## config.mk

```make
export PLATFORM = sky130hd
export DESIGN_NAME = mult16_seq_ctrl
export DESIGN_NICKNAME = d
export VERILOG_FILES = /design/src/rtl/mult16_seq_ctrl.sv
export SDC_FILE = /design/constraint.sdc
export NUM_CORES = 1
export LEC_CHECK = 0
export BUFFER_PORTS_ARGS = -buffer_cell sky130_fd_sc_hd__buf_4
export CELL_PAD_IN_SITES_DETAIL_PLACEMENT = 1
export CELL_PAD_IN_SITES_GLOBAL_PLACEMENT = 1
export CORE_MARGIN = 1
export CORE_UTILIZATION = 41
export CTS_CLUSTER_SIZE = 28
export DETAILED_ROUTE_END_ITERATION = 6
export HOLD_SLACK_MARGIN = 0.06
export PLACE_DENSITY = 0.9
export REMOVE_ABC_BUFFERS = 1
export SLEW_MARGIN = 20
export SYNTH_ARGS = -nofsm -noshare
export SYNTH_HDL_FRONTEND = slang
export SYNTH_SLANG_ARGS = --single-unit
```

## constraint.sdc

```tcl
create_clock -name clk -period 5.2 [get_ports clk]
set_input_delay 0.78 -clock clk [delete_from_list [all_inputs] [get_ports clk]]
set_output_delay 0.78 -clock clk [all_outputs]
set_load 0.01 [all_outputs]
```

## src/rtl/mult16_seq_ctrl.sv

```systemverilog
// Radix-2 shift-add unsigned multiplier controller. It drives an external
// ripple adder and returns a 2*WIDTH-bit product through a start/done handshake.
module mult16_seq_ctrl #(
  parameter int WIDTH = 16,
  parameter int ADD_W = 24
) (
  input  logic               clk,
  input  logic               rst,
  input  logic               start,
  input  logic [WIDTH-1:0]   a,
  input  logic [WIDTH-1:0]   b,
  output logic               busy,
  output logic               done,
  output logic [2*WIDTH-1:0] product,
  output logic               err,
  output logic [ADD_W-1:0]   add_a,
  output logic [ADD_W-1:0]   add_b,
  output logic               add_cin,
  input  logic [ADD_W-1:0]   add_s,
  input  logic               add_co
);

  localparam int CW = (WIDTH > 1) ? $clog2(WIDTH) : 1;
  localparam logic [CW-1:0] LAST = CW'(WIDTH - 1);

  // Handshake: start is accepted only on a clock edge where the FSM is in
  // IDLE. done is a single-cycle pulse; product is valid from that pulse until
  // the next one. busy is high for every cycle the FSM spends in RUN.
  typedef enum logic [1:0] {
    S_IDLE = 2'd0,
    S_RUN  = 2'd1,
    S_DONE = 2'd2
  } state_t;

  state_t         state;
  state_t         state_nxt;

  logic [WIDTH-1:0] hi;
  logic [WIDTH-1:0] lo;
  logic [WIDTH-1:0] mcand;
  logic [CW-1:0]    count;

  logic [WIDTH:0]   sum;
  logic [WIDTH-1:0] hi_nxt;
  logic [WIDTH-1:0] lo_nxt;
  logic             add_bad;
  logic             last_iter;

  assign sum       = add_s[WIDTH:0];
  assign hi_nxt    = sum[WIDTH:1];
  assign lo_nxt    = {sum[0], lo[WIDTH-1:1]};
  assign last_iter = (count == LAST);

  // A correct adder never produces a carry-out or any bit above WIDTH here.
  assign add_bad = add_co || ((add_s >> (WIDTH + 1)) != '0);

  always_ff @(posedge clk or posedge rst) begin
    if (rst) begin
      state <= S_IDLE;
    end else begin
      state <= state_nxt;
    end
  end

  always_comb begin
    state_nxt = state;
    case (state)
      S_IDLE: begin
        if (start) begin
          state_nxt = S_RUN;
        end
      end
      S_RUN: begin
        if (last_iter) begin
          state_nxt = S_DONE;
        end
      end
      S_DONE: begin
        state_nxt = S_IDLE;
      end
      default: begin
        state_nxt = S_IDLE;
      end
    endcase
  end

  always_comb begin
    busy    = 1'b0;
    done    = 1'b0;
    add_a   = '0;
    add_b   = '0;
    add_cin = 1'b0;
    case (state)
      S_RUN: begin
        busy  = 1'b1;
        add_a = {{(ADD_W - WIDTH){1'b0}}, hi};
        if (lo[0]) begin
          add_b = {{(ADD_W - WIDTH){1'b0}}, mcand};
        end
      end
      S_DONE: begin
        done = 1'b1;
      end
      default: begin
      end
    endcase
  end

  always_ff @(posedge clk or posedge rst) begin
    if (rst) begin
      hi      <= '0;
      lo      <= '0;
      mcand   <= '0;
      count   <= '0;
      product <= '0;
    end else begin
      case (state)
        S_IDLE: begin
          if (start) begin
            mcand <= a;
            lo    <= b;
            hi    <= '0;
            count <= '0;
          end
        end
        S_RUN: begin
          hi <= hi_nxt;
          lo <= lo_nxt;
          if (last_iter) begin
            count   <= '0;
            product <= {hi_nxt, lo_nxt};
          end else begin
            count <= count + 1'b1;
          end
        end
        default: begin
        end
      endcase
    end
  end

  // Sticky until reset; the iteration still proceeds on the low sum bits.
  always_ff @(posedge clk or posedge rst) begin
    if (rst) begin
      err <= 1'b0;
    end else if (state == S_RUN && add_bad) begin
      err <= 1'b1;
    end
  end

endmodule

```

Word level (Yosys, flattened, before mapping)
Index checks and enable logic that the tools add are counted.
{"block": "totals", "register_bits": 87, "latchBits": 0, "ram_bits": 0, "mem_bits_ro": 0, "input_bits": 60, "elab_cells": 37, "mem_count": 0}
{"block": "op_classes", "addsub": 1, "mul": 0, "div_mod_pow": 0, "n_lt_le_gt_ge": 0, "n_eq_ne": 5, "shift": 0, "n_mux": 15, "bitwise": 0, "reduce_logical": 9}
{"operator": "$mux W16", "count": 5}
{"operator": "$pmux W16 S2", "count": 2}
{"operator": "$reduce_bool A24 Y1", "count": 1}
{"operator": "$mux W4", "count": 2}
{"operator": "$pmux W4 S2", "count": 1}
{"operator": "$reduce_and A2 Y1", "count": 4}
{"operator": "$add A4 B1 Y4 const B", "count": 1}
{"operator": "$eq A4 B4 Y1 const B", "count": 1}
{"operator": "$mux W2", "count": 2}
{"operator": "$ne A2 B2 Y1 const B", "count": 2}
{"operator": "$pmux W2 S2", "count": 1}
{"operator": "$eq A2 B1 Y1 const B", "count": 1}
{"operator": "$eq A2 B2 Y1 const B", "count": 1}
{"operator": "$logic_not A2 Y1", "count": 1}
{"operator": "$mux W1", "count": 2}
{"operator": "$reduce_bool A2 Y1", "count": 1}
{"operator": "$logic_and A1 B1 Y1", "count": 1}
{"operator": "$logic_or A1 B1 Y1", "count": 1}

Depth between registers and ports, before layout
{"block": "depth", "depth_word": 3, "ltp_mapped": 6, "ltp_nobuf": 4}

Least setup slack after synthesis
OpenSTA, ideal clock, no wires.
{"block": "synth_timing", "kind": "register to output", "from": "register state[0]", "to": "output add_b[0]", "t_arrival_ps": 1154, "slack_ps": 3266, "path_stages_with_launch": 5, "path_buffers": 2, "cell_sequence": "dfrtp_1 nor2b_1 buf_2 clkbuf_1 and3_1"}
{"block": "synth_via", "elab_chain_len": 2}
{"item": "start: declaration", "line_no": "35", "text": "state_t state;"}
{"item": "start signal: assignment", "line_no": "61", "text": "state <= state_nxt;"}
{"item": "$eq A2 B1 Y1", "line_no": "93", "text": "case (state)"}
{"item": "$mux W16", "line_no": "93"}
{"item": "end: declaration", "line_no": "17", "text": "output logic [ADD_W-1:0] add_b,"}
No other way between the ends.

Worst setup path in the final report
{"block": "layout_timing", "from": "register state[0]", "to": "output add_a[3]"}
{"block": "layout_via", "elab_chain_len": 2}
{"item": "$eq A2 B1 Y1", "line_no": "93"}
{"item": "$mux W16", "line_no": "93"}
{"item": "end: declaration", "line_no": "16", "text": "output logic [ADD_W-1:0] add_a,"}
No other way between the ends.

==> results.sh <==
export IMPL_cts_tree="built"
export IMPL_path_clk_slew_ns=0.09
export IMPL_ctsResizeCount=0
export IMPL_post_route_drc_count=0
export IMPL_start_kind="flop"
export IMPL_initial_utilization_pct=42.5
export IMPL_skew_ns=0.00997
export IMPL_synth_compound_area_share_pct=11.8
export IMPL_synthXorXnorAreaFrac_pct=0
export IMPL_final_layout_size_suffix_gt1_share_pct=45.2
export IMPL_leakagePower_nw=2.39
export IMPL_root_buffer="clkbuf_8"
export IMPL_synth_top_family_by_area="multiplexers"
export IMPL_vias=2897
export IMPL_synth_seq_area_share_pct=55.2
export IMPL_crit_path_end_kind="output port"
export IMPL_die_area_um2=10000
export IMPL_ios=144
export IMPL_syn_avg_cell_area_um2=12.5
export IMPL_die_width_um=100
export IMPL_fin_ws_ns=2.16
export IMPL_synth_simple_gate_area_share_pct=10.5
export IMPL_synth_area_um2=3940
export IMPL_grt_pass1_wl_um=15700
export IMPL_pre_cts_ws_ns=2.09
export IMPL_drtPass1Iterations=4
export IMPL_post_cts_buffers=0
export IMPL_relSlewSlack_pct=33.9
export IMPL_grt_max_degree=65
export IMPL_slowest_stage="dfrtp_1"
export IMPL_outcome="finished, final reports clean"
export IMPL_grt_usage_pct=20.2
export IMPL_slowest_delay_ns=0.78
export IMPL_diodes=0
export IMPL_dp_hpwl_um=6880
export IMPL_yosys_area_top_type="dfrtp_1"
export IMPL_htreeDepth=3
export IMPL_criticalPathCategory="flop to output port"
export IMPL_clk_latency_ns=0.34
export IMPL_vias_per_cell=5.13
export IMPL_yosys_register_bits=87
export IMPL_finalCritPeriodShare_pct=58.4
export IMPL_cts_hold_buffers_added=0
export IMPL_fin_crit_ns=3.04
export IMPL_syn_to_final_growth_pct=28.6
export IMPL_initialDrtViolationCount=84
export IMPL_drv_slew=0
export IMPL_synth_fa_ha_area_share_pct=0.317
export IMPL_path_cells="nor2b_4, buf_12, and2_1, buf_4"
export IMPL_std_cell_rows=35
export IMPL_yosysUniqueCellTypes=31
export IMPL_gr_total_overflow=0
export IMPL_hold_path_class="input port to asynchronous set/reset pin"
export IMPL_antenna_found_initial=0
export IMPL_ir_worst_vdd_mv=0.260
export IMPL_fin_setup_tns_ns=0
export IMPL_yosys_warnings=0
export IMPL_dieHeight_um=100
export IMPL_synth_cells=315
export IMPL_clockBufferDepth=2
export IMPL_coreArea_um2=9280
export IMPL_fmax_mhz=329
export IMPL_nNetsFinal=493
export IMPL_setup_viol_count_final=0
export IMPL_cp_required_ns=4.42
export IMPL_max_cap_violations=0
export IMPL_finalHoldViolCount=0
export IMPL_worst_path_max_fanout=38
export IMPL_wl_per_cell_um=17.3
export IMPL_rsz0062_at_grt="false"
export IMPL_synthMuxAreaShare_pct=14.8
export IMPL_cts_sinks=87
export IMPL_gp_congestion=0.790
export IMPL_port_buffers=126
export IMPL_wirelength_um=9780
export IMPL_worst_slew_pin_slew_ns=0.991
export IMPL_crit_arrival_ns=2.26
export IMPL_pwr_density_cell_nw_per_um2=545
export IMPL_cts_buffers=9
export IMPL_first_global_vias=3169
export IMPL_ant_nets=0
export IMPL_synth_area_top_cells="dfrtp_1 (55%), mux2_2 (11%), a22o_1 (3.8%), buf_4 (3.4%), mux2_4 (3.4%)"
export IMPL_synth_top_area_share_pct=55.2
## synth_stat cells, drive strengths merged
cell / instances
a22oi: 16
o21bai: 1
o21ai: 19
nand2b: 1
a21oi: 16
mux2: 48
clkbuf: 11
a22o: 17
and4b: 1
inv: 2
ha: 1
nor3b: 2
and2b: 4
conb: 1
and2: 16
nand2: 6
dfrtp: 87
mux2i: 1
nand3: 1
a21o: 1
buf: 29
nor2b: 15
and3: 16
nor4: 2
o211ai: 1
## kinds of logic (layout without fill, tap and decap cells)
| logic type | count (synthesis) | in the layout |
|---|---|---|
| flip-flops | 87 | 87 |
| other | 1 | 17 |
| adder cells (fa/ha/maj) | 1 | 1 |
| buffers and inverters | 42 | 147 |
| multiplexers | 49 | 49 |
| AO/OA/AOI/OAI | 71 | 71 |
| AND/OR/NAND/NOR | 64 | 64 |
## power breakdown
part	internal, mW	total, mW	leakage (nW)	switching [mW]
Combinational	0.639	1.11	1.29	0.473
Clock	0.218	0.445	0.0892	0.226
Sequential	0.978	1.21	1.02	0.228
Total	1.84	2.76	2.39	0.927
## layout make-up
type	instances	area, um2
Fill cell	1019	4210
Sequential cell	87	2180
Multi-Input combinational cell	202	1560
Timing Repair Buffer	130	988
Tap cell	129	161
Clock buffer	11	131
Clock inverter	4	47.5
Inverter	2	8.76
## state kept, by name (all words and copies together) (netlist names)
signal / cells
product: 32
hi: 16
lo: 16
mcand: 16
count: 4
state: 2
err: 1
## path summary, 6_finish.rpt
check / start / end / slack, ns / depth (start not counted)
max: state[0] / add_a[3] / 2.16 / 4
min: rst / mcand[10] / 0.42 / 2
max reg2reg: state[1] / mcand[13] / 2.69 / 3
min reg2reg: err / err / 0.47 / 1
max in group asynchronous: rst / product[16] / 3.61 / 3
min in group clk: err / err / 0.47 / 1
## cells in the final DEF (no fill, tap or decap), types with 12 or more instances in the layout
master,synthesis,routed
and2_1,16,16
dfrtp_1,87,87
and3_1,16,16
mux2_2,39,39
nor2b_1,14,12
buf_4,18,129
a22oi_1,16,16
conb_1,1,17
o21ai_0,19,19
a21oi_1,16,16
a22o_1,17,17
## critical path, delay by kind of cell, from the launching register on
| kind | cells | cell delay (ns) |
|---|---|---|
| simple gates | 2 | 0.72 |
| flops | 1 | 0.78 |
| buf+inv | 2 | 0.38 |
## metal layers
layer	wire, um	global-route usage (%)	vias up
li1	-	-	1317
met1	3930	24.7	1474
met2	5150	35.6	92
met3	549	4.46	14
met4	148	6.35	0
met5	0	0	-
## through the flow
stage	hold WS, ns	instance area (um2)	std cells	power [mW]	utilization, %
floorplan	0.458	3730	291	1.76	-
global placement	0.443	4870	549	2.25	52.4
detailed placement	0.455	4870	549	2.32	52.4
CTS	0.419	5050	564	2.78	54.4
global route	0.437	5070	565	2.93	54.6
finish	0.421	5070	565	2.76	54.6
Note: power is estimated with default switching activity, not from simulation.
